`config.mk`:
```
export PLATFORM = sky130hd
export DESIGN_NAME = updown_seq_decoder
export DESIGN_NICKNAME = d
export VERILOG_FILES = /design/src/rtl/updown_seq_decoder_pkg.sv /design/src/rtl/updown_seq_decoder_step_classify.sv /design/src/rtl/updown_seq_decoder.sv
export SDC_FILE = /design/constraint.sdc
export NUM_CORES = 1
export LEC_CHECK = 0
export ABC_AREA = 1
export CELL_PAD_IN_SITES_DETAIL_PLACEMENT = 0
export CELL_PAD_IN_SITES_GLOBAL_PLACEMENT = 2
export CORE_ASPECT_RATIO = 1.75
export CORE_MARGIN = 4
export CORE_UTILIZATION = 33
export CTS_BUF_LIST = sky130_fd_sc_hd__clkbuf_2
export DETAILED_ROUTE_END_ITERATION = 7
export HOLD_SLACK_MARGIN = 0.03
export PLACE_DENSITY = 0.94
export SLEW_MARGIN = 20
export SYNTH_ARGS = -nofsm -noshare
export SYNTH_HDL_FRONTEND = slang
export SYNTH_HIERARCHICAL = 1
export SYNTH_SLANG_ARGS = --single-unit
```
`constraint.sdc`:
```
create_clock -name clk -period 4.2 [get_ports clk]
set_input_delay 1.26 -clock clk [delete_from_list [all_inputs] [get_ports clk]]
set_output_delay 1.26 -clock clk [all_outputs]
set_load 0.02 [all_outputs]
```
`src/rtl/updown_seq_decoder_pkg.sv`:
```
// Shared encodings for the up/down sequence decoder: FSM states, code-delta
// classes and the modulo-4 delta helper.
package updown_seq_decoder_pkg;

   localparam logic [1:0] ST_INIT  = 2'd0;
   localparam logic [1:0] ST_TRACK = 2'd1;
   localparam logic [1:0] ST_ERROR = 2'd2;

   localparam logic [1:0] DLT_HOLD = 2'd0;
   localparam logic [1:0] DLT_UP   = 2'd1;
   localparam logic [1:0] DLT_ILL  = 2'd2;
   localparam logic [1:0] DLT_DN   = 2'd3;

   // Two-bit subtraction wraps naturally, giving (code - prev) mod 4.
   function automatic logic [1:0] code_delta(input logic [1:0] prev, input logic [1:0] code);
      return code - prev;
   endfunction

endpackage

```
`src/rtl/updown_seq_decoder_step_classify.sv`:
```
// Combinational classifier: compares the previous and current counter code
// and reports which kind of move the counter made.
module updown_step_classify
   import updown_seq_decoder_pkg::*;
(
   input  logic [1:0] prev,
   input  logic [1:0] code,
   output logic       up,
   output logic       dn,
   output logic       hold,
   output logic       ill
);

   logic [1:0] delta;

   assign delta = code_delta(prev, code);
   assign hold  = (delta == DLT_HOLD);
   assign up    = (delta == DLT_UP);
   assign ill   = (delta == DLT_ILL);
   assign dn    = (delta == DLT_DN);

endmodule

```
`src/rtl/updown_seq_decoder.sv`:
```
// Recovers direction, position and illegal-jump status from a 2-bit up/down
// counter stream, sampling on the falling clock edge.
// Optional direction filter: define UPDN_DEC_DIRFILT_EN.
module updown_seq_decoder
   import updown_seq_decoder_pkg::*;
#(
   parameter int POS_W      = 8,
   parameter bit ERR_STICKY = 1'b1
)
(
   input  logic                    clk,
   input  logic                    reset,
   input  logic                    en,
   input  logic [1:0]              code,
   input  logic                    clr_err,
   output logic signed [POS_W-1:0] pos,
   output logic                    dir,
   output logic                    step,
   output logic                    err,
   output logic                    locked
);

   localparam logic [POS_W-1:0] POS_ONE = POS_W'(1);

   logic [1:0]       state_q, state_d;
   logic [1:0]       prev_q, prev_d;
   logic [POS_W-1:0] pos_q, pos_d;
   logic             dir_q, dir_d;
   logic             step_q, step_d;
   logic             err_q, err_d;
   logic             locked_q, locked_d;
   logic             up, dn, hold, ill;

`ifdef UPDN_DEC_DIRFILT_EN
   logic             pend_dir_q, pend_dir_d;
   logic             pend_cnt_q, pend_cnt_d;
`endif

   updown_step_classify u_classify (
      .prev (prev_q),
      .code (code),
      .up   (up),
      .dn   (dn),
      .hold (hold),
      .ill  (ill)
   );

   always_comb begin
      // NOTE: every variable gets a default first so no path infers a latch.
      state_d  = state_q;
      prev_d   = prev_q;
      pos_d    = pos_q;
      dir_d    = dir_q;
      step_d   = 1'b0;
      err_d    = err_q;
      locked_d = locked_q;
`ifdef UPDN_DEC_DIRFILT_EN
      pend_dir_d = pend_dir_q;
      pend_cnt_d = pend_cnt_q;
`endif
      if (en) begin
         prev_d = code;
         case (state_q)
            ST_INIT: begin
               state_d  = ST_TRACK;
               locked_d = 1'b1;
`ifdef UPDN_DEC_DIRFILT_EN
               pend_dir_d = 1'b0;
               pend_cnt_d = 1'b0;
`endif
            end
            ST_TRACK: begin
               // An illegal jump outranks a simultaneous clr_err.
               if (ill) begin
                  state_d  = ST_ERROR;
                  err_d    = 1'b1;
                  locked_d = 1'b0;
               end else if (!hold) begin
                  step_d = 1'b1;
                  pos_d  = dn ? pos_q - POS_ONE : pos_q + POS_ONE;
`ifdef UPDN_DEC_DIRFILT_EN
                  if (up == dir_q) begin
                     pend_cnt_d = 1'b0;
                  end else if (pend_cnt_q && (pend_dir_q == up)) begin
                     dir_d      = up;
                     pend_cnt_d = 1'b0;
                  end else begin
                     pend_dir_d = up;
                     pend_cnt_d = 1'b1;
                  end
`else
                  dir_d = up;
`endif
               end
            end
            ST_ERROR: begin
               locked_d = 1'b0;
               if (clr_err || !ERR_STICKY) begin
                  state_d = ST_INIT;
                  err_d   = 1'b0;
               end
            end
            default: begin
               state_d  = ST_INIT;
               locked_d = 1'b0;
               err_d    = 1'b0;
            end
         endcase
      end
   end

   // NOTE: async reset clears every flop at once; non-blocking keeps updates race-free.
   always_ff @(negedge clk or posedge reset) begin
      if (reset) begin
         state_q  <= ST_INIT;
         prev_q   <= 2'b00;
         pos_q    <= '0;
         dir_q    <= 1'b0;
         step_q   <= 1'b0;
         err_q    <= 1'b0;
         locked_q <= 1'b0;
`ifdef UPDN_DEC_DIRFILT_EN
         pend_dir_q <= 1'b0;
         pend_cnt_q <= 1'b0;
`endif
      end else begin
         state_q  <= state_d;
         prev_q   <= prev_d;
         pos_q    <= pos_d;
         dir_q    <= dir_d;
         step_q   <= step_d;
         err_q    <= err_d;
         locked_q <= locked_d;
`ifdef UPDN_DEC_DIRFILT_EN
         pend_dir_q <= pend_dir_d;
         pend_cnt_q <= pend_cnt_d;
`endif
      end
   end

   assign pos    = pos_q;
   assign dir    = dir_q;
   assign step   = step_q;
   assign err    = err_q;
   assign locked = locked_q;

endmodule

```
# Word-level counts from Yosys, hierarchy flattened
# Index checks and enable logic that the tools add are counted.
# Widths: inputs -> output; s select.
# classes
addsub	3
n_eq_ne	7
n_mux	13
bitwise	3
n_reduce_logical	6
# ops
op	n
$add 8x1->8 const B	1
$mux 8	1
$reduce_and 4->1	2
$sub 8x1->8 const B	1
$mux 1	7
$eq 2x2->1 const B	3
$pmux 2 s3	1
$eq 2x1->1 const B	2
$logic_not 2->1	2
$mux 2	2
$ne 2x2->1 const B	2
$not 1->1	3
$pmux 1 s3	1
$reduce_and 3->1	1
$pmux 1 s2	1
$reduce_and 2->1	1
$sub 2x2->2	1
# totals
reg_bits	16
in_bits	6
output_inout_bits	12
elab_cells	39

# Logic depth before layout (Yosys ltp)
# Gate-level depths: netlist of the first run.
# depth
word_depth	6
ltp_mapped	16
mapped_depth_nobuf	16

# By module
# The synthesis of the first run kept the hierarchy.
# by_module_without_submodules
module	instances	cells_per_inst	area_each_um2	seq_area_each_um2
updown_seq_decoder	1	123	968.4	400.4
updown_step_classify	1	20	88.8	0.0

==> results of run 1 <==
==> state kept, by name, summed over array words and instances (netlist names) <==
register  count
pos           8
prev_q        2
state_q       2
dir           1
err           1
locked        1
step          1
==> kinds of logic (layout without fill, tap and decap cells) <==
logic type / count (synthesis) / count (layout) / synth area share
and+or+nand+nor: 81 / 81 / 0.341
buffers and inverters: 25 / 82 / 0.0959
DFF: 16 / 16 / 0.379
AOI/OAI and AO/OA: 9 / 9 / 0.0497
xor gates and xnor gates: 4 / 4 / 0.0331
adders and majority gates: 8 / 8 / 0.102
==> worst paths after layout <==
check                            end  slack [ns]  cells past startpoint
setup / recovery              pos[5]       -0.58                     14
hold / removal                   dir        0.45                      2
setup reg to reg              pos[5]        2.15                     12
hold reg to reg                  dir        0.45                      2
max in group asynchronous  prev_q[0]        0.71                      3
min in group asynchronous     pos[7]        3.27                      3
==> final cells by class <==
cell class | instances | area share
Multi-Input combinational cell | 102 | 0.409
Timing Repair Buffer | 54 | 0.276
Tap cell | 42 | 0.0286
Inverter | 24 | 0.0585
Clock buffer | 3 | 0.00816
Clock inverter | 1 | 0.00204
Sequential cell | 16 | 0.218
==> layout by cell type, fill, tap and decap left out <==
cell type | netlist | layout
nand2_1 | 49 | 35
buf_4 | 0 | 31
dfrtn_1 | 16 | 16
buf_6 | 1 | 16
nand2_2 | 3 | 15
inv_1 | 21 | 14
nand3_1 | 11 | 8
inv_2 | 3 | 7
nor2_1 | 9 | 6
ha_4 | 0 | 6
o21ai_1 | 2 | 4
nand3b_1 | 3 | 3
o21ai_2 | 2 | 3
nand3_2 | 0 | 3
clkbuf_2 | 0 | 3
clkdlybuf4s50_1 | 0 | 3
buf_12 | 0 | 3
nor2_2 | 1 | 2
nor3_4 | 1 | 2
inv_4 | 0 | 2
or2_4 | 0 | 2
nor2_4 | 0 | 2
xor2_1 | 3 | 2
nand2_8 | 0 | 1
a21oi_1 | 2 | 1
nand2_4 | 0 | 1
a21oi_2 | 0 | 1
xnor2_1 | 1 | 1
xor2_2 | 0 | 1
and2_4 | 0 | 1
fa_2 | 0 | 1
ha_1 | 7 | 1
clkinv_1 | 0 | 1
buf_2 | 0 | 1
inv_12 | 0 | 1
==> power by group <==
group	total (mW)	internal, mW	leakage, nW	switching (mW)
Combinational	0.843	0.446	0.725	0.396
Sequential	0.266	0.220	0.201	0.0456
Clock	0.0727	0.0207	0.0140	0.0520
==> stage by stage <==
stage               setup slack [ns]  setup TNS, ns  instances
CTS                           -0.535          -4.08        235
detailed placement             -1.47         -18.38        225
floorplan                     -0.728          -5.16        143
finish                        -0.576          -4.95        242
global route                  -0.647          -6.26        242
global placement               -1.44         -17.96        225
==> layer usage <==
metal | part of all wire | track usage | vias to the layer above
li1 | - | - | 552
met1 | 0.36 | 0.146 | 501
met2 | 0.60 | 0.269 | 15
met3 | 0.017 | 0.0215 | 4
met4 | 0.022 | 0.0711 | 0
met5 | 0 | 0 | -
==> worst register-to-register path, stage by stage, from the launching register on <==
cell and delay [ns]:
dfrtn_1 0.48, ha_4 0.17, inv_2 0.04, nand3_2 0.05, nand2_2 0.07, nor2_4 0.15, buf_6 0.13, ha_4 0.19
or2_4 0.25, nand3b_1 0.16, nand3_1 0.10, nand3_1 0.09, nand2_1 0.05
==> what timing repair did <==
action / 4_1_cts / 5_1_grt
setup endpoints to repair: 26 / 26
gates resized for setup: 98 / 21
setup buffers: 6 / 7
hold buffers: 0 / 0
gates cloned: 0 / 0
pin swaps: 13 / 21
==> flow_metrics.py, run 1 <==
metrics = {
    "status": {
        "status": "complete, but fails checks",
        "violations": "setup timing",
    },
    "die": {
        "fp.dieW_um": 50.8,
        "dieArea_mm2": 0.00421,
        "start_util": 0.353,
        "ios": 18,
        "rows": 26,
        "core_mm2": 0.00299,
        "dieHeight_um": 82.9,
    },
    "clock_tree": {
        "clk_path_buf_depth": 2,
        "cts_htree_levels": 1,
        "cts_inserted_buffers": 3,
        "cts.sinks": 16,
        "clock_latency_ns": 0.27,
        "cts_tree": "done",
        "cts_root_buf": "clkbuf_2",
        "clk_pin_slew_worst_paths_ns": 0.11,
    },
    "cells_and_area": {
        "syn_to_final_growth_pct": 74.1,
        "n_antenna_cell": 0,
        "fillers": 280,
        "utilization": 0.615,
        "multi_input_area_um2": 753,
        "fin_nets": 215,
        "ff_latch_area_um2": 400,
        "fin_area_mm2": 0.00184,
        "drive_above_1_share": 0.525,
    },
    "yosys": {
        "yosysUniqueCellTypes": 22,
        "ys_ff_latch": 16,
        "yosysMostFrequentCell": "nand2_1",
        "synth_top_area_cell": "dfrtn_1",
        "synthTopCellsByArea": "dfrtn_1 (38%), nand2_1 (17%), ha_1 (8.3%)",
        "yosysSeqAreaShare": 0.379,
        "syn_avg_cell_area_um2": 7.39,
        "syn_nets": 157,
        "synth-edff-count": 0,
        "synth_warnings": 6,
        "synth_common_cells": "nand2_1 (49), inv_1 (21), dfrtn_1 (16), nand3_1 (11), nor2_1 (9)",
        "ys.flop_type": "dfrtn_1",
        "yosysTopAreaCellShare": 0.379,
        "netlist_area_mm2": 0.00106,
        "async_reset_ff_frac": 1.00,
        "netlist_instances": 143,
    },
    "power": {
        "ir_worst_vdd_uv": 382,
        "power_mw": 1.18,
        "leakage_nw": 0.940,
        "p_per_area_mw_per_mm2": 642,
    },
    "placement": {
        "io_buffers": 17,
        "dpl-instance-area_mm2": 0.00156,
        "place_hpwl_um": 2060,
        "place_congestion": 0.824,
    },
    "setup_path": {
        "max_stage_delay_ns": 0.25,
        "critical_path_class": "input pin to flop",
        "critPathLaunchType": "input pin",
        "crit_required_ns": 2.23,
        "worstPathCellList": "buf_12 -> inv_12 -> ha_4 -> inv_2 -> nand3_2 -> nand2_2 -> nor2_4 -> buf_6 -> ha_4 -> or2_4 -> nand3b_1 -> nand3_1 -> nand3_1 -> nand2_1",
        "r2r_start": "prev_q[0]",
        "critPathBufInv": 4,
        "critPathArrivalTime_ns": 2.81,
        "cp_top_family": "simple AND/OR/NAND/NOR gates",
        "crit_path_start": "code[0]",
        "critical_path.endpoint_type": "flop",
        "cp_max_fo": 3,
        "cpMaxStageDelayCell": "or2_4",
    },
    "sta": {
        "holdWs_ns": 0.451,
        "worst_slack_ns": -0.576,
        "fin_skew_ns": 0.00682,
        "setup_viol": 21,
        "slew_viol_final": 0,
        "hold_viol": 0,
        "rsz0062_at_grt": "yes",
        "worst_pin_slew_ns": 0.292,
        "max_slew_margin": 0.805,
    },
    "routing": {
        "via_count": 1072,
        "post-route-drc-count": 0,
        "drt_iter0_drc": 20,
        "avgRoutedWirePerCell_um": 11.4,
        "firstDrtPassIters": 4,
        "wirelength_um": 2750,
        "via_per_inst": 4.43,
        "postRouteAntennaNets": 0,
    },
    "grt": {
        "antenna_found_initial": 0,
        "grt.overflow.total": 0,
        "grt_first_pass_wirelength_um": 4660,
        "grt_pass1_vias": 1118,
        "grt_max_degree": 17,
        "grtUsageTotal": 0.144,
    },
    "min_path": {
        "hold_start": "dir",
        "min_path_type": "flop to flop",
    },
    "job": {
        "drv_cap": 0,
    },
}
Power figures use the tool's default switching activity.
==> run 2, diff against run 1 <==
--- a/config.mk
+++ b/config.mk
@@ -13,8 +13,10 @@
 export CORE_UTILIZATION = 33
 export CTS_BUF_LIST = sky130_fd_sc_hd__clkbuf_2
 export DETAILED_ROUTE_END_ITERATION = 7
+export GPL_ROUTABILITY_DRIVEN = 0
 export HOLD_SLACK_MARGIN = 0.03
 export PLACE_DENSITY = 0.94
+export SKIP_LAST_GASP = 1
 export SLEW_MARGIN = 20
 export SYNTH_ARGS = -nofsm -noshare
 export SYNTH_HDL_FRONTEND = slang
==> run 2 against run 1 <==
The run still ends with setup timing left. Total power decreased by 0.41%. Die area unchanged. Clock skew about the same. Via count increased by 0.75%. Sequential share of layout area increased by 0.074 points. Design area decreased by 0.34%. Highest routed layer unchanged. Routed wire length increased by 0.15%. Hold slack about the same. Register-to-register slack about the same. Non-clock buffer count unchanged. First-iteration DRC count unchanged.
==> flow_metrics.py, run 2 (same netlist as run 1, synthesis figures left out) <==
metrics = {
    "sta": {
        "setup_viol": 22,
        "worst_pin_slew_ns": 0.295,
        "worst_slack_ns": -0.575,
        "hold_viol": 0,
        "slew_viol_final": 0,
        "fin_skew_ns": 0.00698,
        "max_slew_margin": 0.803,
        "rsz0062_at_grt": "yes",
    },
    "clock_tree": {
        "clk_path_buf_depth": 2,
        "cts_root_buf": "clkbuf_2",
        "clk_pin_slew_worst_paths_ns": 0.11,
        "cts.sinks": 16,
        "cts_inserted_buffers": 3,
        "cts_htree_levels": 1,
        "clock_latency_ns": 0.27,
        "cts_tree": "done",
    },
    "placement": {
        "place_hpwl_um": 2060,
        "dpl-instance-area_mm2": 0.00156,
        "io_buffers": 17,
        "placedCellCount": 225,
    },
    "grt": {
        "antenna_found_initial": 0,
        "grt.overflow.total": 0,
        "grt_first_pass_wirelength_um": 4660,
        "grt_pass1_vias": 1117,
        "grtUsageTotal": 0.144,
        "grt_max_degree": 17,
    },
    "setup_path": {
        "cpMaxStageDelayCell": "or2_4",
        "critPathLaunchType": "input pin",
        "worstPathCellList": "buf_12 -> inv_12 -> ha_4 -> inv_2 -> nand3_2 -> nand2_2 -> nor2_4 -> buf_6 -> ha_4 -> or2_4 -> nand3b_1 -> nand3_1 -> nand3_1 -> nand2_1",
        "max_stage_delay_ns": 0.25,
        "cp_max_fo": 3,
        "critPathArrivalTime_ns": 2.81,
        "critical_path_class": "input pin to flop",
        "critical_path.endpoint_type": "flop",
        "crit_required_ns": 2.23,
    },
    "job": {
        "drv_cap": 0,
    },
    "routing": {
        "firstDrtPassIters": 4,
        "via_count": 1080,
        "postRouteAntennaNets": 0,
        "avgRoutedWirePerCell_um": 11.4,
        "via_per_inst": 4.46,
        "drt_iter0_drc": 20,
        "wirelength_um": 2760,
        "post-route-drc-count": 0,
    },
    "min_path": {
        "min_path_type": "flop to flop",
    },
    "cells_and_area": {
        "fin_area_mm2": 0.00183,
        "mostFrequentLayoutCells": "nand2_1 (35), buf_4 (31), dfrtn_1 (16), buf_6 (16), nand2_2 (15)",
        "utilization": 0.613,
        "n_antenna_cell": 0,
        "syn_to_final_growth_pct": 73.5,
        "drive_above_1_share": 0.525,
        "fin_nets": 215,
        "ff_latch_area_um2": 400,
        "largest_reg_flops": 8,
        "fillers": 280,
        "multi_input_area_um2": 747,
        "stdcell_count": 242,
        "layout_commonest_cell": "nand2_1",
    },
    "die": {
        "ios": 18,
        "core_mm2": 0.00299,
        "fp.dieW_um": 50.8,
        "dieHeight_um": 82.9,
        "rows": 26,
        "start_util": 0.353,
        "dieArea_mm2": 0.00421,
    },
    "power": {
        "power_mw": 1.18,
        "leakage_nw": 0.941,
        "p_per_area_mw_per_mm2": 641,
        "ir_worst_vdd_uv": 382,
    },
    "status": {
        "violations": "setup timing",
        "status": "complete, but fails checks",
    },
}
run 2: cell count changes in the layout (fill, tap and decap cells not counted):
cell    delta
nor3_2     +1
nor3_4     -1
run 2: power by group:
part           switching [mW]  internal (mW)  leakage [nW]
logic                   0.393          0.444         0.726
registers              0.0460          0.220         0.201
clock network          0.0520         0.0207        0.0140
run 2: path summary, 6_finish.rpt:
kind	startpoint	endpoint	slack, ns	cells past startpoint
worst max-delay path	code[0]	pos[5]	-0.58	14
min in group asynchronous	reset	pos[7]	3.27	3
max in group asynchronous	reset	prev_q[0]	0.71	3
worst min-delay path	dir	dir	0.45	2
worst min register to register	dir	dir	0.45	2
worst max register to register	prev_q[0]	pos[5]	2.15	12
run 2: cell type report:
| cell class | count | area share |
|---|---|---|
| sequential | 16 | 0.218 |
| tap | 42 | 0.0286 |
| inverter | 24 | 0.0587 |
| timing repair buffer | 54 | 0.277 |
| multi-input combinational | 102 | 0.407 |
| clock buffer | 3 | 0.00819 |
| clock inverter | 1 | 0.00205 |
run 2: per-layer routing:
metal  up-vias  routed length, µm  GRT usage
met5         -                  0          0
met2        15               1640      0.269
met1       509               1010      0.146
met3         4                 46     0.0215
li1        552                  -          -
met4         0                 60     0.0711
run 2: stage by stage:
step | TNS (ns) | hold WS, ns | setup WS, ns
after detailed placement | -18.38 | 0.425 | -1.47
after global routing | -6.26 | 0.491 | -0.647
after global placement | -17.96 | 0.418 | -1.44
after CTS | -4.08 | 0.450 | -0.535
after floorplan | -5.16 | 0.445 | -0.728
final | -4.93 | 0.451 | -0.575
run 2: critical path: cells and delay by family:
kind | cells | cell delay (ns)
and+or+nand+nor | 8 | 0.91
buffers and inverters | 4 | 0.32
adders and majority gates | 2 | 0.32
run 2: what timing repair did:
| action | CTS | global route |
|---|---|---|
| pin swaps | 13 | 21 |
| setup endpoints to repair | 26 | 26 |
| resized for setup | 98 | 20 |
| setup buffers | 6 | 7 |
| hold buffers | 0 | 0 |
==> run 3, diff against run 2 <==
--- a/config.mk
+++ b/config.mk
@@ -9,7 +9,7 @@
 export CELL_PAD_IN_SITES_DETAIL_PLACEMENT = 0
 export CELL_PAD_IN_SITES_GLOBAL_PLACEMENT = 2
 export CORE_ASPECT_RATIO = 1.75
-export CORE_MARGIN = 4
+export CORE_MARGIN = 1.5
 export CORE_UTILIZATION = 33
 export CTS_BUF_LIST = sky130_fd_sc_hd__clkbuf_2
 export DETAILED_ROUTE_END_ITERATION = 7
@@ -17,7 +17,7 @@
 export HOLD_SLACK_MARGIN = 0.03
 export PLACE_DENSITY = 0.94
 export SKIP_LAST_GASP = 1
-export SLEW_MARGIN = 20
+export SLEW_MARGIN = 40
 export SYNTH_ARGS = -nofsm -noshare
 export SYNTH_HDL_FRONTEND = slang
 export SYNTH_HIERARCHICAL = 1
==> run 3 against run 2 <==
The flow still finishes with violations (setup timing). Core utilization down 0.86 points. Final cell count up 3.3%. First-iteration DRC count down 80%. Die area down 15%. Sequential power about the same. Clock skew down 0.0025 ns. Non-clock buffer count up 7. Sequential share of layout area down 0.51 points. Global-route usage up 2.2 points. Routed wire length down 2.4%.
==> flow_metrics.py, run 3 (same netlist as run 1, synthesis figures left out) <==
metrics = {
    "clock_tree": {
        "cts_htree_levels": 1,
        "cts_inserted_buffers": 3,
        "clk_pin_slew_worst_paths_ns": 0.11,
        "clk_path_buf_depth": 2,
        "clock_latency_ns": 0.26,
        "holdBufCountCts": 0,
        "cts_root_buf": "clkbuf_2",
        "cts_tree": "done",
        "cts.sinks": 16,
    },
    "routing": {
        "drt_iter0_drc": 4,
        "wirelength_um": 2690,
        "via_per_inst": 4.37,
        "avgRoutedWirePerCell_um": 10.8,
        "via_count": 1093,
        "postRouteAntennaNets": 0,
        "post-route-drc-count": 0,
        "firstDrtPassIters": 4,
    },
    "placement": {
        "placedCellCount": 227,
        "dpl-instance-area_mm2": 0.00156,
        "io_buffers": 17,
        "place_hpwl_um": 1920,
        "pre_cts_ws_ns": -1.47,
    },
    "status": {
        "status": "complete, but fails checks",
        "violations": "setup timing",
    },
    "setup_path": {
        "cp_top_family": "simple AND/OR/NAND/NOR gates",
        "critPathArrivalTime_ns": 2.86,
        "critical_path.endpoint_type": "flop",
        "critPathBufInv": 6,
        "worstPathCellList": "buf_12 -> inv_12 -> ha_4 -> inv_2 -> nand3_2 -> nand2_2 -> nor2_4 -> buf_4 -> buf_6 -> ha_4 -> nand2_2 -> inv_1 -> a21oi_2 -> nand3_1 -> nand3_1 -> nand2_1",
        "max_stage_delay_ns": 0.20,
        "critical_path_class": "input pin to flop",
        "crit_required_ns": 2.23,
        "critPathLaunchType": "input pin",
        "cpMaxStageDelayCell": "ha_4",
        "cp_max_fo": 4,
    },
    "sta": {
        "max_slew_margin": 0.837,
        "setup_viol": 15,
        "worst_slack_ns": -0.631,
        "worst_pin_slew_ns": 0.243,
        "rsz0062_at_grt": "yes",
        "holdWs_ns": 0.465,
        "fin_skew_ns": 0.00444,
        "hold_viol": 0,
        "slew_viol_final": 0,
    },
    "min_path": {
        "min_path_type": "flop to flop",
    },
    "cells_and_area": {
        "syn_to_final_growth_pct": 77.6,
        "largest_reg_flops": 8,
        "n_antenna_cell": 0,
        "layout_commonest_cell": "nand2_1",
        "drive_above_1_share": 0.517,
        "fin_nets": 222,
        "stdcell_count": 250,
        "mostFrequentLayoutCells": "nand2_1 (40), buf_4 (32), buf_6 (22)",
        "fin_area_mm2": 0.00188,
    },
    "power": {
        "p_per_area_mw_per_mm2": 640,
        "power_mw": 1.20,
        "leakage_nw": 0.972,
        "ir_worst_vdd_uv": 317,
    },
    "grt": {
        "grt.overflow.total": 0,
        "grt_first_pass_wirelength_um": 4470,
        "grt_max_degree": 17,
        "grtUsageTotal": 0.166,
        "antenna_found_initial": 0,
        "grt_pass1_vias": 1085,
    },
    "die": {
        "dieHeight_um": 77.9,
        "ios": 18,
        "start_util": 0.340,
        "dieArea_mm2": 0.00357,
        "rows": 27,
        "core_mm2": 0.00311,
        "fp.dieW_um": 45.8,
    },
    "job": {
        "drv_cap": 0,
    },
}
run 3: cell types whose count changed in the layout (fill, tap and decap cells not counted):
cell,before,now
nand2_4,1,2
nand2_1,35,40
nand2_2,15,10
nand2_8,1,0
buf_12,3,2
inv_4,2,1
nor3_2,1,0
buf_4,31,32
nor3_4,1,2
buf_2,1,2
inv_2,7,8
buf_6,16,22
run 3: layer usage:
layer / wire [µm] / GRT usage / part of all wire / vias up
li1: - / - / - / 567
met1: 993 / 0.184 / 0.37 / 509
met2: 1590 / 0.308 / 0.59 / 13
met3: 44 / 0.0140 / 0.016 / 4
met4: 58 / 0.0514 / 0.022 / 0
met5: 0 / 0 / 0 / -
run 3: power breakdown:
part           total [mW]  switching, mW  internal (mW)
combinational       0.867          0.395          0.471
clock              0.0727         0.0520         0.0207
sequential          0.263         0.0428          0.220
run 3: tightest hold or removal path, delay by kind of cell, from the launching register on:
family           cells  cell delay [ns]
DFF                  1             0.45
and+or+nand+nor      2             0.12
run 3: what timing repair did:
action | 4_1_cts | 5_1_grt
pin swaps | 13 | 16
resized for setup | 94 | 25
hold endpoints to repair | 0 | 0
endpoints found under the setup margin | 26 | 26
setup buffers | 10 | 10
run 3: area by class of cell:
type                       instances  area [µm²]
clock buffer                       3        15.0
clock inverter                     1        3.75
fill                             303        1230
inverter                          24         105
multi-input combinational        102         732
sequential                        16         400
tap                               43        53.8
timing repair buffer              61         568
run 3: through the flow:
step	TNS (ns)	utilization
after floorplan	-5.16	-
after detailed placement	-18.24	0.501
after CTS	-4.86	0.546
final	-4.85	0.604
after global routing	-6.08	0.604
after global placement	-17.99	0.501
run 3: final timing paths:
kind | from | to | slack, ns | cells after the start
max in group asynchronous | reset | pos[0] | 0.71 | 3
worst min register to register | dir | dir | 0.46 | 2
worst max register to register | prev_q[0] | pos[7] | 2.08 | 14
worst max-delay path | code[0] | pos[7] | -0.63 | 16
min in group asynchronous | reset | step | 3.27 | 3
worst min-delay path | dir | dir | 0.46 | 2
